[src/rtl/stopwatch_ctrl.sv]
// stopwatch_ctrl: button conditioning, 10 Hz tick divider and run/pause/alarm sequencer for the stopwatch datapath
module stopwatch_ctrl #(
  parameter int CLK_HZ          = 50000000,
  parameter int TICK_HZ         = 10,
  parameter int DEBOUNCE_CYCLES = 500000,
  parameter int ALARM_TICKS     = 30
) (
  input  logic clk,
  input  logic reset,
  input  logic btn_ss,
  input  logic btn_clr,
  input  logic btn_mode,
  input  logic count_zero,
  output logic tick,
  output logic running,
  output logic clear,
  output logic countdown,
  output logic lap_hold,
  output logic alarm
);
  localparam int DIV = CLK_HZ / TICK_HZ;
  localparam int DW  = $clog2(DIV);
  localparam int CW  = DEBOUNCE_CYCLES > 1 ? $clog2(DEBOUNCE_CYCLES) : 1;
  localparam int AW  = $clog2(ALARM_TICKS + 1);
  localparam logic [DW-1:0] DIV_MAX = DW'(DIV - 1);
  localparam logic [CW-1:0] DB_MAX  = CW'(DEBOUNCE_CYCLES - 1);
  localparam logic [AW-1:0] AL_MAX  = AW'(ALARM_TICKS);

  typedef enum logic [2:0] {
    S_IDLE, S_RUN_UP, S_RUN_DOWN, S_PAUSE_UP, S_PAUSE_DOWN, S_ALARM
  } state_t;

  logic [2:0] btn, press;
  assign btn = {btn_mode, btn_clr, btn_ss};

  for (genvar i = 0; i < 3; i++) begin : g_btn
    logic s1_q, s2_q, db_q, dbp_q, press_q;
    logic [CW-1:0] cnt_q;
    logic diff, done;
    assign diff     = s2_q != db_q;
    assign done     = diff && cnt_q == DB_MAX;
    assign press[i] = press_q;
    // Synchronize, require a run of stable differing samples, then emit a one-cycle rising-edge pulse
    always_ff @(posedge clk or negedge reset) begin
      if (!reset) begin
        s1_q    <= 1'b0;
        s2_q    <= 1'b0;
        db_q    <= 1'b0;
        dbp_q   <= 1'b0;
        press_q <= 1'b0;
        cnt_q   <= '0;
      end else begin
        s1_q    <= btn[i];
        s2_q    <= s1_q;
        cnt_q   <= diff && !done ? cnt_q + 1'b1 : '0;
        db_q    <= done ? s2_q : db_q;
        dbp_q   <= db_q;
        press_q <= db_q & ~dbp_q;
      end
    end
  end

  state_t state_q, state_d;
  logic [DW-1:0] div_q, div_d;
  logic [AW-1:0] alm_q, alm_d;
  logic tick_q, tick_d, run_q, clear_q, clear_d, cd_q, cd_d, lap_q, lap_d, alarm_q;
  logic ss, cl, md, adv, wrap;

  assign ss   = press[0];
  assign cl   = press[1] & ~press[0];
  assign md   = press[2] & ~|press[1:0];
  assign adv  = state_q == S_RUN_UP || state_q == S_RUN_DOWN || state_q == S_ALARM;
  assign wrap = div_q == DIV_MAX;

  // Next state, divider phase and control pulses; countdown hitting zero preempts any press
  always_comb begin
    state_d = state_q;
    cd_d    = cd_q;
    lap_d   = lap_q;
    alm_d   = alm_q;
    clear_d = 1'b0;
    tick_d  = wrap && (state_q == S_RUN_UP || (state_q == S_RUN_DOWN && !count_zero));
    div_d   = state_q == S_IDLE ? '0 : adv ? (wrap ? '0 : div_q + 1'b1) : div_q;
    case (state_q)
      S_IDLE: begin
        cd_d    = cd_q ^ md;
        clear_d = cl;
        if (ss && !(cd_q && count_zero)) state_d = cd_q ? S_RUN_DOWN : S_RUN_UP;
      end
      S_RUN_UP: begin
        lap_d = lap_q ^ cl;
        if (ss) state_d = S_PAUSE_UP;
      end
      S_RUN_DOWN: begin
        if (count_zero) begin
          state_d = S_ALARM;
          alm_d   = '0;
        end else begin
          lap_d = lap_q ^ cl;
          if (ss) state_d = S_PAUSE_DOWN;
        end
      end
      S_PAUSE_UP, S_PAUSE_DOWN: begin
        clear_d = cl;
        if (ss) state_d = state_q == S_PAUSE_UP ? S_RUN_UP : S_RUN_DOWN;
        else if (cl) state_d = S_IDLE;
      end
      S_ALARM: begin
        if (wrap) alm_d = alm_q + 1'b1;
        if (|press || (wrap && alm_q + 1'b1 == AL_MAX)) state_d = S_IDLE;
      end
      default: state_d = S_IDLE;
    endcase
    if (state_d == S_IDLE) lap_d = 1'b0;
  end

  // State and registered outputs, all derived from the next state
  always_ff @(posedge clk or negedge reset) begin
    if (!reset) begin
      state_q <= S_IDLE;
      div_q   <= '0;
      alm_q   <= '0;
      tick_q  <= 1'b0;
      run_q   <= 1'b0;
      clear_q <= 1'b0;
      cd_q    <= 1'b0;
      lap_q   <= 1'b0;
      alarm_q <= 1'b0;
    end else begin
      state_q <= state_d;
      div_q   <= div_d;
      alm_q   <= alm_d;
      tick_q  <= tick_d;
      run_q   <= state_d == S_RUN_UP || state_d == S_RUN_DOWN;
      clear_q <= clear_d;
      cd_q    <= cd_d;
      lap_q   <= lap_d;
      alarm_q <= state_d == S_ALARM;
    end
  end

  assign tick      = tick_q;
  assign running   = run_q;
  assign clear     = clear_q;
  assign countdown = cd_q;
  assign lap_hold  = lap_q;
  assign alarm     = alarm_q;
endmodule

[config.mk]
export PLATFORM = sky130hd
export DESIGN_NAME = stopwatch_ctrl
export DESIGN_NICKNAME = d
export VERILOG_FILES = /design/src/rtl/stopwatch_ctrl.sv
export SDC_FILE = /design/constraint.sdc
export NUM_CORES = 1
export LEC_CHECK = 0
export CORE_MARGIN = 2
export CORE_UTILIZATION = 35
export DETAILED_ROUTE_END_ITERATION = 16
export PLACE_DENSITY = 0.53
export SKIP_CTS_REPAIR_TIMING = 1
export SLEW_MARGIN = 15
export SYNTH_ARGS = -nofsm -noshare
export SYNTH_HDL_FRONTEND = slang
export SYNTH_SLANG_ARGS = --single-unit
[constraint.sdc]
create_clock -name clk -period 2.25 [get_ports clk]
set_clock_uncertainty 0.05 [all_clocks]
set_input_delay 0.45 -clock clk [delete_from_list [all_inputs] [get_ports clk]]
set_output_delay 0.45 -clock clk [all_outputs]
set_load 0.01 [all_outputs]
Word level (Yosys, flattened, before mapping)
Index checks and enable logic that the tools add are counted.
W data, S select, Z words.
{"block": "totals", "rom_bits": 0, "wordCells": 118, "latch_bits": 0, "ramBits": 0, "output_inout_bits": 6, "regBits": 109, "memories": 0}
{"block": "classes", "magnitude_cmp": 0, "n_eq_ne": 19, "div_mod_pow": 0, "multipliers": 0, "muxes": 23, "bitwise_logic": 11, "reduce_logical": 33, "addsub": 5, "shifts": 0}
{"cell": "$mux W23", "n": 3}
{"cell": "$add A19 B1 Y19 const B", "n": 3}
{"cell": "$eq A19 B19 Y1 const B", "n": 3}
{"cell": "$mux W19", "n": 3}
{"cell": "$add A23 B1 Y23 const B", "n": 1}
{"cell": "$eq A23 B23 Y1 const B", "n": 1}
{"cell": "$mux W3", "n": 7}
{"cell": "$pmux W3 S5", "n": 1}
{"cell": "$logic_and A1 B1 Y1", "n": 11}
{"cell": "$mux W5", "n": 2}
{"cell": "$pmux W5 S2", "n": 1}
{"cell": "$eq A3 B2 Y1 const B", "n": 3}
{"cell": "$eq A3 B3 Y1 const B", "n": 3}
{"cell": "$eq A3 B1 Y1 const B", "n": 2}
{"cell": "$logic_not A1 Y1", "n": 6}
{"cell": "$logic_not A3 Y1", "n": 2}
{"cell": "$reduce_or A3 Y1", "n": 2}
{"cell": "$add A5 B1 Y5 const B", "n": 1}
{"cell": "$and A1 B1 Y1", "n": 5}
{"cell": "$eq A5 B5 Y1 const B", "n": 1}
{"cell": "$logic_or A1 B1 Y1", "n": 5}
{"cell": "$mux W2", "n": 2}
{"cell": "$ne A2 B2 Y1 const B", "n": 2}
{"cell": "$not A1 Y1", "n": 4}
{"cell": "10 further kinds", "n": 17}

Longest topological paths before layout
Gate-level depths: netlist of the first run.
{"block": "depth", "depth_word": 9, "ltp_mapped": 7, "ltp_nobuf": 6}

Worst setup path before layout of the first run
OpenSTA, ideal clock, no wires.
{"block": "synth_path", "path_kind": "reg-to-reg", "startpoint": "register div_q[12]", "endpoint": "register alm_q[3]", "setup_slack_ps": 321, "stages_incl_launch_ff": 6, "required_time_ps": 2079, "setup_ps": 121, "synth_period_minus_slack_ps": 1929, "arrival_time_ps": 1758, "path_cell_list": "dfrtp_1 -> or4b_4 -> nor4_4 -> a41oi_1 -> a21o_1 -> a22o_1"}
{"block": "synth_via", "elab_chain_len": 3}
{"element": "start, declared", "line": "64", "rtl": "logic [DW-1:0] div_q, div_d;"}
{"element": "start signal, assigned", "line": "131", "rtl": "div_q <= div_d;"}
{"element": "$eq A23 B23 Y1", "line": "73", "rtl": "assign wrap = div_q == DIV_MAX;"}
{"element": "$ne A2 B2 Y1 (no line)"}
{"element": "$reduce_and A3 Y1 (no line)"}
{"element": "end signal, assigned", "line": "132", "rtl": "alm_q <= alm_d;"}
{"element": "end, declared", "line": "65", "rtl": "logic [AW-1:0] alm_q, alm_d;"}
Every way passes these cells.
A chain may end at the register's enable or synchronous reset.

Worst setup path in the final report of the first run
{"block": "layout_path", "startpoint": "register div_q[10]", "endpoint": "register alm_q[3]"}
Same word-level chain as after synthesis.

==> out/metrics.cfg, run 1 <==
[yosys]
synth.distinct_cells=61
yosysTopAreaCell=dfrtp_1
yosysSeqAreaShare_pct=50.9
syn_area_sq_um=5360
synth_area_leaders=dfrtp_1, xnor2_1, nor2_1
yosys_warnings=0
avgSynthCellArea_sq_um=9.93
syn-num-nets=552
synth_edf_count=0
synthArstFlopShare_pct=100
synth_top_area_share_pct=50.9
ys.flop_type=dfrtp_1
synthCells=540
ys_ff_latch=109

[clocking]
h-tree-depth=3
cts_root_buf=clkbuf_16
clk_pin_slew_ns=0.07
clk-insertion-delay-late_ns=0.35
cts_tree=done
cts_sinks=109
cts_buffers=9
clockBufferDepth=2

[cells_and_area]
final_cells=759
nFillCells=1475
register_area_sq_um=2730
final_common_cell=dfrtp_1
n_antenna_cell=0
multi_input_area_sq_um=2520
final_net_count=578
area_growth_pct=13.3
drive_gt1_share_pct=9.63
layout_common_cells=dfrtp_1, nor2_1, nand2_1
utilization_pct=40.2

[route]
num_vias=3871
first_pass_iters=4
viasPerCell=5.10
wl_per_cell_um=13.6
route.detailed.drc=0
drtIter0Drc=168
postRouteAntennaNets=0
drt-total-wl_um=10300

[power]
p_leak_nw=2.49
vdd_drop_max_uv=490
powerDensity_nw_per_um2=596

[floorplan]
rows=45
die_h_um=128
num_io_pins=12
core_area_sq_um=15100
fp.dieW_um=128
die-area_sq_um=16300
start_util_pct=35.5

[grt]
grt_usage_pct=13.9
grt_pass1_vias=3892
grt_overflow=0
grt_max_degree=42
grt_pass1_wl_um=18400
antenna_found_initial=0

[setup_path]
reg2regPathDepth=6
r2r-end=alm_q[3]
crit_slowest_cell=or4b_4
ff2ff_setup_slack_ns=0.11
crit_fanout=6
arrival_ns=2.33
path_cells=or4b_4 > nor4_4 > buf_4 > a41oi_1 > a21o_1 > a22o_1
critPathTopFamily=simple AND/OR/NAND/NOR gates
worstPathRequired_ns=2.44
startpoint_type=register
crit_type=reg2reg
crit_buf_inv=1
r2r_start=div_q[10]
max_stage_delay_ns=0.56
end_kind=register

[timing]
rsz0062_at_grt=true
finalCritPeriodShare_pct=95.2
tightest_slew_ns=0.550
finalSetupViolations=0
fmax_mhz=467
finalCriticalPeriod_ns=2.14
finalHoldViolations=0
max-slew-margin-rel_pct=62.9
maxSlewViolCount=0

[place]
gp_congestion=0.823
dp.cells=741
dp.final_hpwl_um=7160
port_buffers=11

[flow_run]
drv_cap=0

[status]
status=finished, final reports clean

[hold_path]
worstHoldPathType=in2async

logic make-up after synthesis:
group                    after synthesis  synth area share [%]
AO/OA/AOI/OAI                         43                  5.58
AND/OR/NAND/NOR                      278                  26.9
adder cells (fa/ha/maj)                6                  1.40
flip-flops                           109                  50.9
multiplexers                           8                  1.68
XOR/XNOR                              70                  11.4
buffers and inverters                 26                  2.19
power by group:
group	switching, mW	total, mW	internal, mW
Sequential	0.0164	1.99	1.98
Clock	0.731	1.53	0.796
Combinational	0.0690	0.0989	0.0298
cells in the mapped netlist (all sizes together) (12+ instances only):
cell / count
nand2: 51
nand4: 17
nor3: 20
nor4: 14
xor2: 32
dfrtp: 109
inv: 12
o21ai: 12
nor2: 85
xnor2: 38
nand3: 39
buf: 12
metrics by stage:
stage	total power [mW]	TNS [ns]	setup WS [ns]	hold WS, ns	instance area (sq um)
after global routing	3.78	-0.00978	-0.00978	0.0641	6070
after detailed placement	2.14	0	0.0491	0.290	5770
after floorplan	2.07	0	0.321	0.104	5360
after CTS	3.69	0	0.0352	0.0449	6050
final	3.62	0	0.107	0.0346	6070
after global placement	2.13	0	0.170	0.282	5770
how the worst max path moves through the flow:
stage | start | end | cells past startpoint
3_3_place_gp | div_q[0] | div_q[20] | 6
2_1_floorplan | div_q[12] | alm_q[3] | 5
4_1_cts | div_q[0] | div_q[10] | 6
6_report | div_q[10] | alm_q[3] | 6
3_5_place_dp | div_q[0] | div_q[10] | 6
5_1_grt | div_q[0] | div_q[10] | 7
routing by layer:
layer / GRT usage (%) / share of wire [%] / vias up
met4: 4.65 / 1.7 / 0
met1: 18.0 / 47 / 1874
li1: - / - / 1933
met3: 3.26 / 3.0 / 11
met5: 0 / 0 / -
met2: 23.0 / 49 / 53
cell type report:
type,count,share of cell area [%]
flip-flops and latches,109,44.9
multi-input cells,405,41.6
repair buffers,29,4.20
clock buffers,11,4.00
well taps,188,3.87
inverters,12,0.742
clock inverters,5,0.700
sequential cells by signal, summed over array words and instances, names as in the netlist, 3 cells and up:
signal / count
g_btn.dbp_q: 3
g_btn.cnt_q: 57
div_q: 23
state_q: 3
g_btn.s1_q: 3
alm_q: 5
g_btn.db_q: 3
g_btn.press_q: 3
g_btn.s2_q: 3
No activity file was read; power rests on OpenSTA's default activity.
==> run 2: changes to the inputs <==
- CELL_PAD_IN_SITES_DETAIL_PLACEMENT: unset -> 0
- CELL_PAD_IN_SITES_GLOBAL_PLACEMENT: unset -> 1
- CORE_UTILIZATION: 35 -> 45
- PLACE_DENSITY: 0.53 -> 0.77
==> out/metrics.cfg, run 2 (same netlist as run 1, synthesis figures left out) <==
[place]
gp_congestion=0.831
dp.final_hpwl_um=7130
port_buffers=11
dp.cells=695

[cells_and_area]
utilization_pct=52.3
layout_common_cells=dfrtp_1, nor2_1, nand2_1
largest_reg_flops=57
final_net_count=575
top_regs=g_btn.cnt_q x57, div_q x23, alm_q x5
final_common_cell=dfrtp_1
drive_gt1_share_pct=9.33
final_cells=711
n_antenna_cell=0
regMostFlops=g_btn.cnt_q
area_growth_pct=12.2

[clocking]
cts_sinks=109
h-tree-depth=3
cts_tree=done
clk-insertion-delay-late_ns=0.36
cts_root_buf=clkbuf_16
clk_pin_slew_ns=0.08
cts_buffers=9
clockBufferDepth=2

[route]
viasPerCell=5.44
route.detailed.drc=0
num_vias=3865
postRouteAntennaNets=0
drt-total-wl_um=10300
first_pass_iters=4
wl_per_cell_um=14.4
drtIter0Drc=258

[power]
p_total_mw=3.66
switching_share_pct=23.7
p_clk_share_pct=43.0
p_leak_nw=2.48
p_sw_uw=870
powerDensity_nw_per_um2=609
internal_power_mw=2.79
pwr-share-comb_pct=2.7
pwr-share-seq_pct=54.4
vdd_drop_max_uv=530

[timing]
finalSetupViolations=0
max-slew-margin-rel_pct=59.9
maxSlewViolCount=0
rsz0062_at_grt=true
timing.hold.ws_ns=0.00513
fmax_mhz=454
finalCritPeriodShare_pct=98.0
tightest_slew_ns=0.594
finalHoldViolations=0
finalCriticalPeriod_ns=2.20

[grt]
grt_overflow=0
grt_pass1_vias=3810
grt_pass1_wl_um=18200
grt_usage_pct=17.6
antenna_found_initial=0
grt_max_degree=56

[setup_path]
reg2regPathDepth=5
crit_buf_inv=0
worstPathRequired_ns=2.43
arrival_ns=2.38
path_cells=or4b_4 > nor3_4 > nand4_1 > a221oi_4 > a21oi_1
crit_type=reg2reg
max_stage_delay_ns=0.56
crit_fanout=6
startpoint_type=register
critPathTopFamily=simple AND/OR/NAND/NOR gates
worst-path-stages=5
crit_slowest_cell=or4b_4
end_kind=register

[floorplan]
start_util_pct=46.6
core_area_sq_um=11500
die-area_sq_um=12800
die_h_um=113
rows=39
fp.dieW_um=113
num_io_pins=12

[hold_path]
worstHoldPathType=in2async

[flow_run]
drv_cap=0

[status]
status=finished, final reports clean

==> run 2: cell types whose count changed in the layout (fill, tap and decap cells not counted), sizes merged <==
cell | previous run | this run
inv | 14 | 17
clkbuf | 11 | 9
buf | 19 | 16
clkinv | 3 | 2
==> run 2: layout make-up <==
cell class / count / area, sq um
flip-flops and latches: 109 / 2730
repair buffers: 26 / 233
clock inverters: 7 / 72.6
fillers: 1053 / 5500
inverters: 12 / 45.0
multi-input cells: 405 / 2540
well taps: 143 / 179
clock buffers: 9 / 225
==> run 2: final timing paths <==
path,startpoint,to,slack [ns]
worst min register to register,g_btn[2].s1_q,g_btn[2].s2_q,0.31
worst max register to register,div_q[17],lap_hold,0.05
max in group asynchronous,reset,g_btn[2].cnt_q[17],1.49
worst min-delay path,reset,div_q[18],0.005
worst max-delay path,div_q[17],lap_hold,0.05
min in group clk,g_btn[2].s1_q,g_btn[2].s2_q,0.31
==> run 2: through the flow <==
step	setup slack (ns)	cell area, sq um	TNS [ns]
floorplan	0.321	5360	0
global placement	0.179	5700	0
detailed placement	0.0965	5700	0
CTS	0.0837	6000	0
global route	-0.0331	6020	-0.0832
finish	0.0460	6020	0
==> run 2: layer usage <==
layer | part of all wire, % | GRT usage (%) | wire (um) | up-vias
met4 | 1.5 | 5.20 | 151 | 0
met2 | 45 | 26.7 | 4660 | 40
met1 | 50 | 25.0 | 5150 | 1886
met5 | 0 | 0 | 0 | -
li1 | - | - | - | 1925
met3 | 2.9 | 4.66 | 300 | 14
==> run 2: power by group through the flow <==
stage | logic (mW) | registers, mW | clock network, mW
floorplan | 0.0422 | 2.03 | 0
detailed placement | 0.103 | 2.03 | 0
finish | 0.0984 | 1.99 | 1.57
global placement | 0.101 | 2.03 | 0
global route | 0.117 | 2.00 | 1.72
CTS | 0.104 | 1.99 | 1.64
==> run 3: changes to the inputs <==
- HOLD_SLACK_MARGIN: unset -> 0.08
==> out/metrics.cfg, run 3 (same netlist as run 1, synthesis figures left out) <==
[cells_and_area]
regMostFlops=g_btn.cnt_q
final_common_cell=dfrtp_1
final_cells=712
top_regs=g_btn.cnt_q x57, div_q x23, alm_q x5
drive_gt1_share_pct=9.31
layout_common_cells=dfrtp_1, nor2_1, nand2_1
n_antenna_cell=0
final_net_count=576
largest_reg_flops=57
area_growth_pct=12.4

[grt]
grt_pass1_vias=3810
grt_pass1_wl_um=18200
grt_max_degree=56
grt_overflow=0
antenna_found_initial=0
grt_usage_pct=17.6

[clocking]
cts_root_buf=clkbuf_16
cts_buffers=9
cts_sinks=109
clockBufferDepth=2
cts_tree=done
h-tree-depth=3
clk_pin_slew_ns=0.08
clk-insertion-delay-late_ns=0.36

[timing]
tns_ns=0
max-slew-margin-rel_pct=59.9
fmax_mhz=454
finalHoldViolations=0
finalCriticalPeriod_ns=2.20
timing.hold.ws_ns=0.306
finalCritPeriodShare_pct=97.9
tightest_slew_ns=0.594
maxSlewViolCount=0
rsz0062_at_grt=true
finalSetupViolations=0

[setup_path]
crit_fanout=6
end_kind=register
worstPathRequired_ns=2.43
crit_type=reg2reg
ff2ff_setup_slack_ns=0.05
startpoint_type=register
arrival_ns=2.38
r2r-end=lap_hold
r2r_start=div_q[17]
reg2regPathDepth=5

[floorplan]
die_h_um=113
core_area_sq_um=11500
start_util_pct=46.6
fp.dieW_um=113
num_io_pins=12
rows=39
die-area_sq_um=12800

[route]
first_pass_iters=5
drtIter0Drc=283
viasPerCell=5.44
route.detailed.drc=0
postRouteAntennaNets=0
num_vias=3871
wl_per_cell_um=14.4
drt-total-wl_um=10300

[power]
p_leak_nw=2.49
powerDensity_nw_per_um2=608
vdd_drop_max_uv=530

[hold_path]
whs_path_depth=0
hold_path_end=g_btn[2].s2_q
worstHoldStart=g_btn[2].s1_q
worstHoldPathType=reg2reg

[status]
status=finished, final reports clean

[place]
dp.final_hpwl_um=7130
dp.cells=695
port_buffers=11
gp_congestion=0.831

[flow_run]
drv_cap=0

[run 3: cell types whose count changed in the layout (fill, tap and decap cells not counted), sizes merged]
cell,previous run,this run
dlygate4sd3,0,1
[run 3: how the worst max path moves through the flow]
stage          startpoint  slack [ns]  depth (start not counted)         end
2_1_floorplan   div_q[12]        0.32                          5    alm_q[3]
3_3_place_gp    div_q[17]        0.18                          5    lap_hold
3_5_place_dp     div_q[0]         0.1                          6   div_q[22]
4_1_cts         div_q[17]        0.08                          5  state_q[0]
5_1_grt         div_q[16]       -0.03                          5    lap_hold
6_report        div_q[17]        0.05                          5    lap_hold
[run 3: final cells by class]
cell class | count | area (sq um)
inverters | 12 | 45.0
clock buffers | 9 | 225
multi-input cells | 405 | 2540
fillers | 1052 | 5490
repair buffers | 27 | 243
clock inverters | 7 | 72.6
flip-flops and latches | 109 | 2730
well taps | 143 | 179
[run 3: layer usage]
metal / global-route usage (%) / vias to the layer above / routed length (um)
met2: 26.7 / 33 / 4660
met3: 4.66 / 14 / 267
met1: 25.0 / 1897 / 5190
met4: 5.20 / 0 / 151
li1: - / 1927 / -
met5: 0 / - / 0
[run 3: power breakdown]
group          internal, mW  total [mW]  switching (mW)
Clock                 0.791        1.58           0.785
Combinational        0.0299      0.0997          0.0699
Sequential             1.98        1.99          0.0164
[run 3: metrics by stage]
stage / instance area (sq um) / utilization (%) / power, mW / setup slack (ns)
finish: 6030 / 52.3 / 3.67 / 0.0464
global placement: 5700 / 49.5 / 2.13 / 0.179
floorplan: 5360 / - / 2.07 / 0.321
global route: 6030 / 52.3 / 3.83 / -0.0331
detailed placement: 5700 / 49.5 / 2.13 / 0.0965
CTS: 6000 / 52.1 / 3.74 / 0.0837
[run 3: worst max-delay path: stages, from the launching register on]
cell and delay, ns:
dfrtp_1 0.43, or4b_4 0.56, nor3_4 0.36, nand4_1 0.20, a221oi_4 0.35, a21oi_1 0.12
